<file path="src/rtl/rename_map_nw.sv">
// N-wide register rename map: speculative RAT, architectural RAT and a
// circular free list. Renames up to WIDTH instructions per cycle with
// intra-group RAW/WAW bypass, retires up to CWIDTH per cycle, and recovers
// from a flush in one cycle by copying the architectural state back.
module rename_map_nw #(
    parameter int ARCH_REGS = 32,
    parameter int PHYS_REGS = 64,
    parameter int WIDTH     = 2,
    parameter int CWIDTH    = 2,
    parameter int ARCH_W    = $clog2(ARCH_REGS),
    parameter int PHYS_W    = $clog2(PHYS_REGS)
) (
    input  logic                     clk,
    input  logic                     rst_n,
    input  logic [WIDTH-1:0]         ren_valid,
    output logic                     ren_ready,
    input  logic [WIDTH-1:0]         ren_uses_rd,
    input  logic [WIDTH*ARCH_W-1:0]  ren_rd_arch,
    input  logic [WIDTH*ARCH_W-1:0]  ren_rs1_arch,
    input  logic [WIDTH*ARCH_W-1:0]  ren_rs2_arch,
    output logic [WIDTH*PHYS_W-1:0]  ren_rs1_phys,
    output logic [WIDTH*PHYS_W-1:0]  ren_rs2_phys,
    output logic [WIDTH*PHYS_W-1:0]  ren_pd_new,
    output logic [WIDTH*PHYS_W-1:0]  ren_pd_old,
    input  logic [CWIDTH-1:0]        cmt_valid,
    input  logic [CWIDTH-1:0]        cmt_uses_rd,
    input  logic [CWIDTH*ARCH_W-1:0] cmt_rd_arch,
    input  logic [CWIDTH*PHYS_W-1:0] cmt_pd_new,
    input  logic [CWIDTH*PHYS_W-1:0] cmt_pd_old,
    input  logic                     flush_valid,
    output logic [PHYS_W:0]          free_count
);

    localparam int FL_DEPTH = PHYS_REGS - ARCH_REGS;
    localparam int FL_W     = $clog2(FL_DEPTH);
    localparam int PTR_W    = FL_W + 1;

    logic [PHYS_W-1:0] spec_rat_q [ARCH_REGS];
    logic [PHYS_W-1:0] spec_rat_d [ARCH_REGS];
    logic [PHYS_W-1:0] arch_rat_q [ARCH_REGS];
    logic [PHYS_W-1:0] arch_rat_d [ARCH_REGS];
    logic [PHYS_W-1:0] fl_q [FL_DEPTH];
    logic [PHYS_W-1:0] fl_d [FL_DEPTH];
    logic [PTR_W-1:0]  head_q, head_d;
    logic [PTR_W-1:0]  tail_q, tail_d;
    logic [PTR_W-1:0]  chead_q, chead_d;

    logic [WIDTH-1:0]  ren_wr;
    logic [PTR_W-1:0]  ren_nw;
    logic [PTR_W-1:0]  cmt_nw;
    logic [PTR_W-1:0]  avail;
    logic              ren_fire;
    logic [ARCH_W-1:0] rd_l  [WIDTH];
    logic [PHYS_W-1:0] new_l [WIDTH];
    logic [PHYS_W-1:0] old_l [WIDTH];
    logic [PHYS_W-1:0] p1_l  [WIDTH];
    logic [PHYS_W-1:0] p2_l  [WIDTH];
    logic [ARCH_W-1:0] rs1_t, rs2_t, rdj_t, crd_t;
    logic [FL_W-1:0]   slot_t, cslot_t;

    // Free entries come from registered pointers only, so entries freed this
    // cycle are not visible to the rename group of the same cycle.
    assign avail      = tail_q - head_q;
    assign free_count = {1'b0, avail};
    assign ren_ready  = !flush_valid && (avail >= ren_nw);
    assign ren_fire   = ren_ready && ren_valid[0];

    // Per-lane rename: allocation, source lookup and pd_old with bypass from
    // older lanes of the same group (highest older writer wins).
    always_comb begin
        ren_wr = '0;
        ren_nw = '0;
        rs1_t  = '0;
        rs2_t  = '0;
        rdj_t  = '0;
        slot_t = '0;
        for (int i = 0; i < WIDTH; i++) begin
            rd_l[i]  = '0;
            new_l[i] = '0;
            old_l[i] = '0;
            p1_l[i]  = '0;
            p2_l[i]  = '0;
        end
        for (int i = 0; i < WIDTH; i++) begin
            rd_l[i]   = ren_rd_arch[i*ARCH_W +: ARCH_W];
            rs1_t     = ren_rs1_arch[i*ARCH_W +: ARCH_W];
            rs2_t     = ren_rs2_arch[i*ARCH_W +: ARCH_W];
            ren_wr[i] = ren_valid[i] && ren_uses_rd[i] && (rd_l[i] != '0);
            p1_l[i]   = (rs1_t == '0) ? '0 : spec_rat_q[rs1_t];
            p2_l[i]   = (rs2_t == '0) ? '0 : spec_rat_q[rs2_t];
            old_l[i]  = spec_rat_q[rd_l[i]];
            for (int j = 0; j < i; j++) begin
                rdj_t = rd_l[j];
                if (ren_wr[j]) begin
                    // Writers never target x0, so a match implies a non-zero source.
                    if (rdj_t == rs1_t)   p1_l[i]  = new_l[j];
                    if (rdj_t == rs2_t)   p2_l[i]  = new_l[j];
                    if (rdj_t == rd_l[i]) old_l[i] = new_l[j];
                end
            end
            slot_t = head_q[FL_W-1:0] + ren_nw[FL_W-1:0];
            if (ren_wr[i]) begin
                new_l[i] = fl_q[slot_t];
                ren_nw   = ren_nw + 1'b1;
            end else begin
                old_l[i] = '0;
            end
        end
    end

    // Pack lane results onto the flat output buses.
    always_comb begin
        ren_rs1_phys = '0;
        ren_rs2_phys = '0;
        ren_pd_new   = '0;
        ren_pd_old   = '0;
        for (int i = 0; i < WIDTH; i++) begin
            ren_rs1_phys[i*PHYS_W +: PHYS_W] = p1_l[i];
            ren_rs2_phys[i*PHYS_W +: PHYS_W] = p2_l[i];
            ren_pd_new[i*PHYS_W +: PHYS_W]   = new_l[i];
            ren_pd_old[i*PHYS_W +: PHYS_W]   = old_l[i];
        end
    end

    // Next state: commits first, then rename fire; flush overrides speculative
    // state with the post-commit architectural view.
    always_comb begin
        spec_rat_d = spec_rat_q;
        arch_rat_d = arch_rat_q;
        fl_d       = fl_q;
        head_d     = head_q;
        cmt_nw     = '0;
        crd_t      = '0;
        cslot_t    = '0;
        for (int j = 0; j < CWIDTH; j++) begin
            crd_t   = cmt_rd_arch[j*ARCH_W +: ARCH_W];
            cslot_t = tail_q[FL_W-1:0] + cmt_nw[FL_W-1:0];
            if (cmt_valid[j] && cmt_uses_rd[j] && (crd_t != '0)) begin
                fl_d[cslot_t]     = cmt_pd_old[j*PHYS_W +: PHYS_W];
                arch_rat_d[crd_t] = cmt_pd_new[j*PHYS_W +: PHYS_W];
                cmt_nw            = cmt_nw + 1'b1;
            end
        end
        tail_d  = tail_q + cmt_nw;
        chead_d = chead_q + cmt_nw;
        if (ren_fire) begin
            for (int i = 0; i < WIDTH; i++) begin
                if (ren_wr[i]) spec_rat_d[rd_l[i]] = new_l[i];
            end
            head_d = head_q + ren_nw;
        end
        if (flush_valid) begin
            spec_rat_d = arch_rat_d;
            head_d     = chead_d;
        end
    end

    // State registers; reset gives the identity map and a full free list.
    always_ff @(posedge clk or negedge rst_n) begin
        if (!rst_n) begin
            for (int r = 0; r < ARCH_REGS; r++) begin
                spec_rat_q[r] <= PHYS_W'(r);
                arch_rat_q[r] <= PHYS_W'(r);
            end
            for (int k = 0; k < FL_DEPTH; k++) begin
                fl_q[k] <= PHYS_W'(ARCH_REGS + k);
            end
            head_q  <= '0;
            tail_q  <= PTR_W'(FL_DEPTH);
            chead_q <= '0;
        end else begin
            spec_rat_q <= spec_rat_d;
            arch_rat_q <= arch_rat_d;
            fl_q       <= fl_d;
            head_q     <= head_d;
            tail_q     <= tail_d;
            chead_q    <= chead_d;
        end
    end

    // Every physical register is either mapped architecturally or free.
    a_fl_invariant: assert property (@(posedge clk) disable iff (!rst_n)
        (tail_q - chead_q) == PTR_W'(FL_DEPTH));

    // Retirement can never return more entries than the list holds.
    a_fl_overflow: assert property (@(posedge clk) disable iff (!rst_n)
        (int'(avail) + int'(cmt_nw)) <= FL_DEPTH);

endmodule

</file>
<file path="config.mk">
export PLATFORM = sky130hd
export DESIGN_NAME = rename_map_nw
export DESIGN_NICKNAME = d
export VERILOG_FILES = /design/src/rtl/rename_map_nw.sv
export SDC_FILE = /design/constraint.sdc
export NUM_CORES = 2
export LEC_CHECK = 0
export CAP_MARGIN = 20
export CELL_PAD_IN_SITES_DETAIL_PLACEMENT = 1
export CELL_PAD_IN_SITES_GLOBAL_PLACEMENT = 2
export CORE_MARGIN = 2
export CORE_UTILIZATION = 38
export CTS_CLUSTER_DIAMETER = 80
export DETAILED_ROUTE_END_ITERATION = 8
export PLACE_DENSITY_LB_ADDON = 0.1
export REMOVE_ABC_BUFFERS = 1
export SKIP_CTS_REPAIR_TIMING = 1
export SLEW_MARGIN = 20
export SYNTH_ARGS = -nofsm -noshare
export SYNTH_HDL_FRONTEND = slang
export SYNTH_SLANG_ARGS = --single-unit
</file>
<file path="constraint.sdc">
create_clock -name clk -period 4.9 [get_ports clk]
set_input_delay 0.735 -clock clk [delete_from_list [all_inputs] [get_ports clk]]
set_output_delay 0.735 -clock clk [all_outputs]
set_load 0.01 [all_outputs]
</file>
== After elaboration in Yosys (flattened, before gate mapping) ==
Index checks and enable logic that the tools add are counted.

* Flip-flop bits (word level): 594
* Input port bits: 75
* Word-level logic and storage cells: 238

* Equal/unequal tests: 3
* $lt $le $gt $ge: 19
* Reduce and logical (&&, ||, !) cells: 26
* Bitwise operators: 12
* $add $sub $neg: 8
* Muxes and demuxes: 71

{| class="wikitable"
|+ Operator list
! cell !! number
|-
| two-way mux 192 bit || 9
|-
| bitwise mux 192 bit || 6
|-
| binary-select mux 6 bit (select 5 bit) || 8
|-
| two-way mux 6 bit || 40
|-
| demux 6 bit (select 5 bit) || 6
|-
| greater-or-equal comparator 6 bit (second input constant) || 12
|-
| NOT 5 -> 6 bit || 12
|-
| less-than comparator 6 x 1 -> 1 bit (second input constant) || 6
|-
| zero test 5 bit || 4
|-
| nonzero test 5 bit || 4
|-
| adder 6 bit || 3
|-
| logical AND 1 bit || 16
|-
| == test 5 bit || 3
|-
| adder 6 x 1 -> 6 bit (second input constant) || 2
|-
| adder 5 bit || 2
|-
| greater-or-equal comparator 6 bit || 1
|-
| subtractor 6 bit || 1
|-
| two-way mux 1 bit || 2
|-
| nonzero test 2 bit || 1
|-
| zero test 1 bit || 1
|}

== Longest topological paths before layout ==
* Depth in word-level cells: 13
* Mapped depth: 19
* Gate-level depth less buffers: 13

== Worst setup path after synthesis ==
Ideal clock, no wire load.

* Path kind: in2out
* Start: input port ren_rd_arch[4]
* End: output port ren_pd_new[9]
* Slack: -0.069 ns
* Stages: 18
* Arrival time: 4.234 ns
* Cell sequence: nor3_2 -> buf_4 -> nand2_1 -> nand2_1 -> clkbuf_1 -> nor2_1 -> ha_1 -> clkbuf_1 -> inv_1 -> nand2_1 -> buf_2 -> buf_1 -> a21oi_1 -> o41ai_1 -> o221ai_1 -> a2111o_1 -> buf_2 -> nor2_1

* Word-level cells in the longest chain between the ends: 9

{| class="wikitable"
|+ RTL lines
! item !! RTL line !! source
|-
| start: declaration || 18 || <nowiki>input logic [WIDTH*ARCH_W-1:0] ren_rd_arch,</nowiki>
|-
| nonzero test 5 bit || 88 || <nowiki>ren_wr[i] = ren_valid[i] && ren_uses_rd[i] && (rd_l[i] != '0);</nowiki>
|-
| logical AND 1 bit || 88 ||
|-
| two-way mux 1 bit || 102 || <nowiki>if (ren_wr[i]) begin</nowiki>
|-
| adder 5 bit || 101 || <nowiki>slot_t = head_q[FL_W-1:0] + ren_nw[FL_W-1:0];</nowiki>
|-
| NOT 5 -> 6 bit (implied by the code) || 103 || <nowiki>new_l[i] = fl_q[slot_t];</nowiki>
|-
| binary-select mux 6 bit (select 5 bit) || 103 ||
|-
| two-way mux 6 bit (implied by the code) (2 in a row) || 103 ||
|-
| two-way mux 6 bit || 102 ||
|-
| end: declaration || 23 || <nowiki>output logic [WIDTH*PHYS_W-1:0] ren_pd_new,</nowiki>
|}

Every way passes these cells. The select of a mux whose other input is x is not followed.

== Worst setup path in the final report ==
* Start: register head_q[0]
* End: output port ren_pd_old[7]

* Word-level cells in the longest chain between the ends: 8

{| class="wikitable"
|+ RTL lines
! item !! RTL line !! source
|-
| start: declaration || 44 || <nowiki>logic [PTR_W-1:0] head_q, head_d;</nowiki>
|-
| start signal: assignment || 168 || <nowiki>head_q <= '0;</nowiki>
|-
| start signal: assignment || 175 || <nowiki>head_q <= head_d;</nowiki>
|-
| NOT 5 -> 6 bit (implied by the code) || 103 ||
|-
| binary-select mux 6 bit (select 5 bit) || 103 ||
|-
| two-way mux 6 bit (implied by the code) (2 in a row) || 103 ||
|-
| two-way mux 6 bit || 102 ||
|-
| two-way mux 6 bit || 98 || <nowiki>if (rdj_t == rd_l[i]) old_l[i] = new_l[j];</nowiki>
|-
| two-way mux 6 bit || 94 || <nowiki>if (ren_wr[j]) begin</nowiki>
|-
| two-way mux 6 bit || 102 ||
|-
| end: declaration || 24 || <nowiki>output logic [WIDTH*PHYS_W-1:0] ren_pd_old,</nowiki>
|}

Every way passes these cells. The select of a mux whose other input is x is not followed.

==> impl_metrics.py <==
metrics = {
    "run_status": {
        "outcome": "finished, final reports clean",
    },
    "cts": {
        "insertion_delay_ns": 0.68,
        "root_buffer": "clkbuf_16",
        "cts_tree": "built",
        "cts_buffers": 76,
        "clkTransAtPathRegs_ns": 0.06,
        "htreeDepth": 3,
        "cts.sinks": 594,
        "clockBufferDepth": 3,
    },
    "global_route": {
        "overflow": 0,
        "grtUsageTotal_pct": 39.13,
        "antenna_found_initial": 12,
        "grt_pass1_vias": 41330,
        "grt_max_degree": 118,
        "grt_pass1_wl_um": 323600,
    },
    "synthesis": {
        "synth.distinct_cells": 83,
        "synth_top_family_by_area": "multiplexers",
        "synthFlopType": "dfrtp_1",
        "seq_area_frac_synth_pct": 35.44,
        "synth-compound-area-share_pct": 17.71,
        "synthAdderAreaFrac_pct": 0.6824,
        "synthCells": 4245,
        "synthArstFlopShare_pct": 100.0,
        "synth_area_per_cell_um2": 10.11,
        "synth-simple-area-share_pct": 11.35,
        "synthXorXnorAreaFrac_pct": 0.7728,
        "synth_mux_area_share_pct": 29.58,
        "ys_warn_count": 0,
        "synth_edf_count": 0,
        "synth_area_um2": 42910,
        "ys_seq_elements": 594,
    },
    "power_and_ir_drop": {
        "switching_share_pct": 46.68,
        "total_power_mw": 29.66,
        "pwr-share-clk_pct": 19.9,
        "seq_power_share_pct": 32.3,
        "power_density_nw_per_um2": 586.9,
        "pwr-share-comb_pct": 47.9,
        "intPower_mw": 15.81,
        "switching_power_mw": 13.84,
        "peakVddDrop_mv": 0.6574,
        "power.leakage_nw": 19.25,
    },
    "floorplan": {
        "start_util_pct": 38.24,
        "row_count": 123,
        "io_pins": 131,
        "die_area_um2": 115600,
        "coreArea_um2": 112200,
        "chipHeight_um": 340.0,
        "dieWidth_um": 340.0,
    },
    "drt": {
        "vias": 40550,
        "vias_per_cell": 6.753,
        "wl_per_cell_um": 38.10,
        "drtIter0Drc": 4243,
        "wl_um": 228800,
        "detail-route-antenna-nets": 0,
        "drc": 0,
        "firstDrtPassIters": 8,
    },
    "timing": {
        "worstMarginPinSlew_ns": 1.197,
        "drv_slew": 0,
        "max_freq_mhz": 204.9,
        "hold_viol": 0,
        "setup_ws_ns": 0.02061,
        "period_needed_ns": 4.879,
        "hold_slack_ns": 0.1598,
        "max_slew_margin_pct": 19.48,
        "period_share_pct": 99.58,
        "setup_violations": 0,
        "fin_skew_ns": 0.03224,
        "setup_tns_ns": 0,
    },
    "critical_path": {
        "critPathRequiredTime_ns": 4.16,
        "rr_startpoint": "head_q[0]",
        "reg2reg_slack_ns": 0.88,
        "critPathCaptureType": "output port",
        "r2r_end": "spec_rat_q[148]",
        "rr_worst_depth": 14,
        "worstPathMaxFanout": 23,
        "startpoint_type": "flip-flop",
        "worstPathArrival_ns": 4.14,
        "path_class": "reg -> out",
    },
    "finish": {
        "layout_common_cells": "556 x nand2_1, 502 x mux2i_1, 364 x o21ai_0",
        "finalNetCount": 4531,
        "drive_gt1_share_pct": 27.47,
        "syn_to_final_growth_pct": 17.78,
        "design_area_um2": 50530,
        "final_common_cell": "nand2_1",
    },
    "placed_design": {
        "finalWeightedCongestion": 1.011,
        "placed_area_um2": 47640,
        "dpl.hpwl_um": 167700,
        "io_buffer_count": 129,
        "pre_cts_slack_ns": -0.9310,
    },
    "flow_run": {
        "cap_violations": 0,
    },
    "worst_hold_path": {
        "hp-class": "in -> async",
    },
}
==> cells in the mapped netlist, types with 16 or more instances <==
master	n	area (µm²)
a211oi_1	66	495.5
a21oi_1	190	950.9
a221oi_1	41	359.1
a222oi_1	48	480.5
a22oi_1	162	1216
and2_1	23	143.9
buf_1	56	210.2
buf_2	74	370.4
clkbuf_1	249	934.7
dfrtp_1	321	8033
dfstp_2	273	7173
ha_1	17	212.7
inv_1	26	97.59
mux2_2	23	259.0
mux2i_1	502	5025
mux4_2	329	7410
nand2_1	560	2102
nand2b_1	26	162.7
nand3_1	35	175.2
nor2_1	297	1115
nor2b_1	17	106.4
nor3_1	59	295.3
nor4_1	38	237.7
o211ai_1	128	960.9
o21ai_0	364	1822
o21ai_1	24	120.1
o22ai_1	57	356.6
xnor2_1	20	175.2
xor2_1	16	140.1
==> worst max path at each step <==
| stage | start | end | slack, ns | cells past startpoint |
|---|---|---|---|---|
| after floorplan | head_q[0] | ren_pd_new[11] | -1.59 | 11 |
| after global placement | ren_rd_arch[4] | ren_pd_new[9] | -0.91 | 18 |
| after detailed placement | ren_rd_arch[4] | ren_pd_new[9] | -0.93 | 18 |
| after CTS | ren_rd_arch[4] | ren_pd_new[9] | -0.98 | 18 |
| after global routing | head_q[0] | ren_pd_old[8] | -0.01 | 9 |
| final | head_q[0] | ren_pd_old[7] | 0.02 | 10 |
==> stage by stage <==
stage / util, % / std cells
3_5_place_dp: 42.46 / 5847
2_1_floorplan: - / 3838
6_report: 45.04 / 6005
3_3_place_gp: 42.46 / 5847
5_1_grt: 45.04 / 6003
4_1_cts: 44.76 / 5989
==> state kept, by name (all words and copies together) (netlist names) <==
name        cells
head_q          6
spec_rat_q    192
fl_q          192
arch_rat_q    192
tail_q          6
chead_q         6
==> power groups by stage <==
stage / clock network [mW] / logic (mW) / registers [mW]
after detailed placement: 0 / 13.6 / 9.49
after floorplan: 0 / 6.58 / 8.05
after global routing: 6.14 / 14.8 / 9.56
after CTS: 5.96 / 13.7 / 9.43
final: 5.89 / 14.2 / 9.57
after global placement: 0 / 13.5 / 9.46
==> worst max-delay path, cell delays in order (launching register included) <==
cell and delay [ns]:
dfrtp_4 0.60, buf_12 0.23, mux4_2 0.37, nand2_1 0.06, nand2_1 0.13, a221oi_1 0.09, buf_4 0.18, a311oi_4 0.64
nor2_1 0.11, a211oi_1 0.42, clkdlybuf4s50_1 0.63
==> layer usage <==
layer	GRT usage (%)	up-vias	share of wire, %
li1	-	16620	-
met3	7.797	690	7.4
met1	45.36	21030	36
met4	30.10	10	9.4
met2	63.85	2197	47
met5	0	-	0.025
==> area by class of cell <==
type | instances | area (µm²)
Multi-Input combinational cell | 3213 | 26010
Sequential cell | 594 | 15210
Antenna cell | 6 | 15.01
Inverter | 31 | 116.4
Tap cell | 1500 | 1877
Clock buffer | 117 | 2267
Clock inverter | 25 | 316.6
Timing Repair Buffer | 519 | 4718
Fill cell | 12240 | 61660
==> kinds of logic (layout without fill, tap and decap cells) <==
logic type | count (synthesis) | in the layout
AOI/OAI and AO/OA | 1177 | 1177
and+or+nand+nor | 1123 | 1123
muxes | 854 | 854
DFF | 594 | 594
buffers and inverters | 438 | 692
xor gates and xnor gates | 37 | 37
adders and majority gates | 21 | 21
other | 1 | 7
Note: power is estimated with default switching activity, not from simulation.
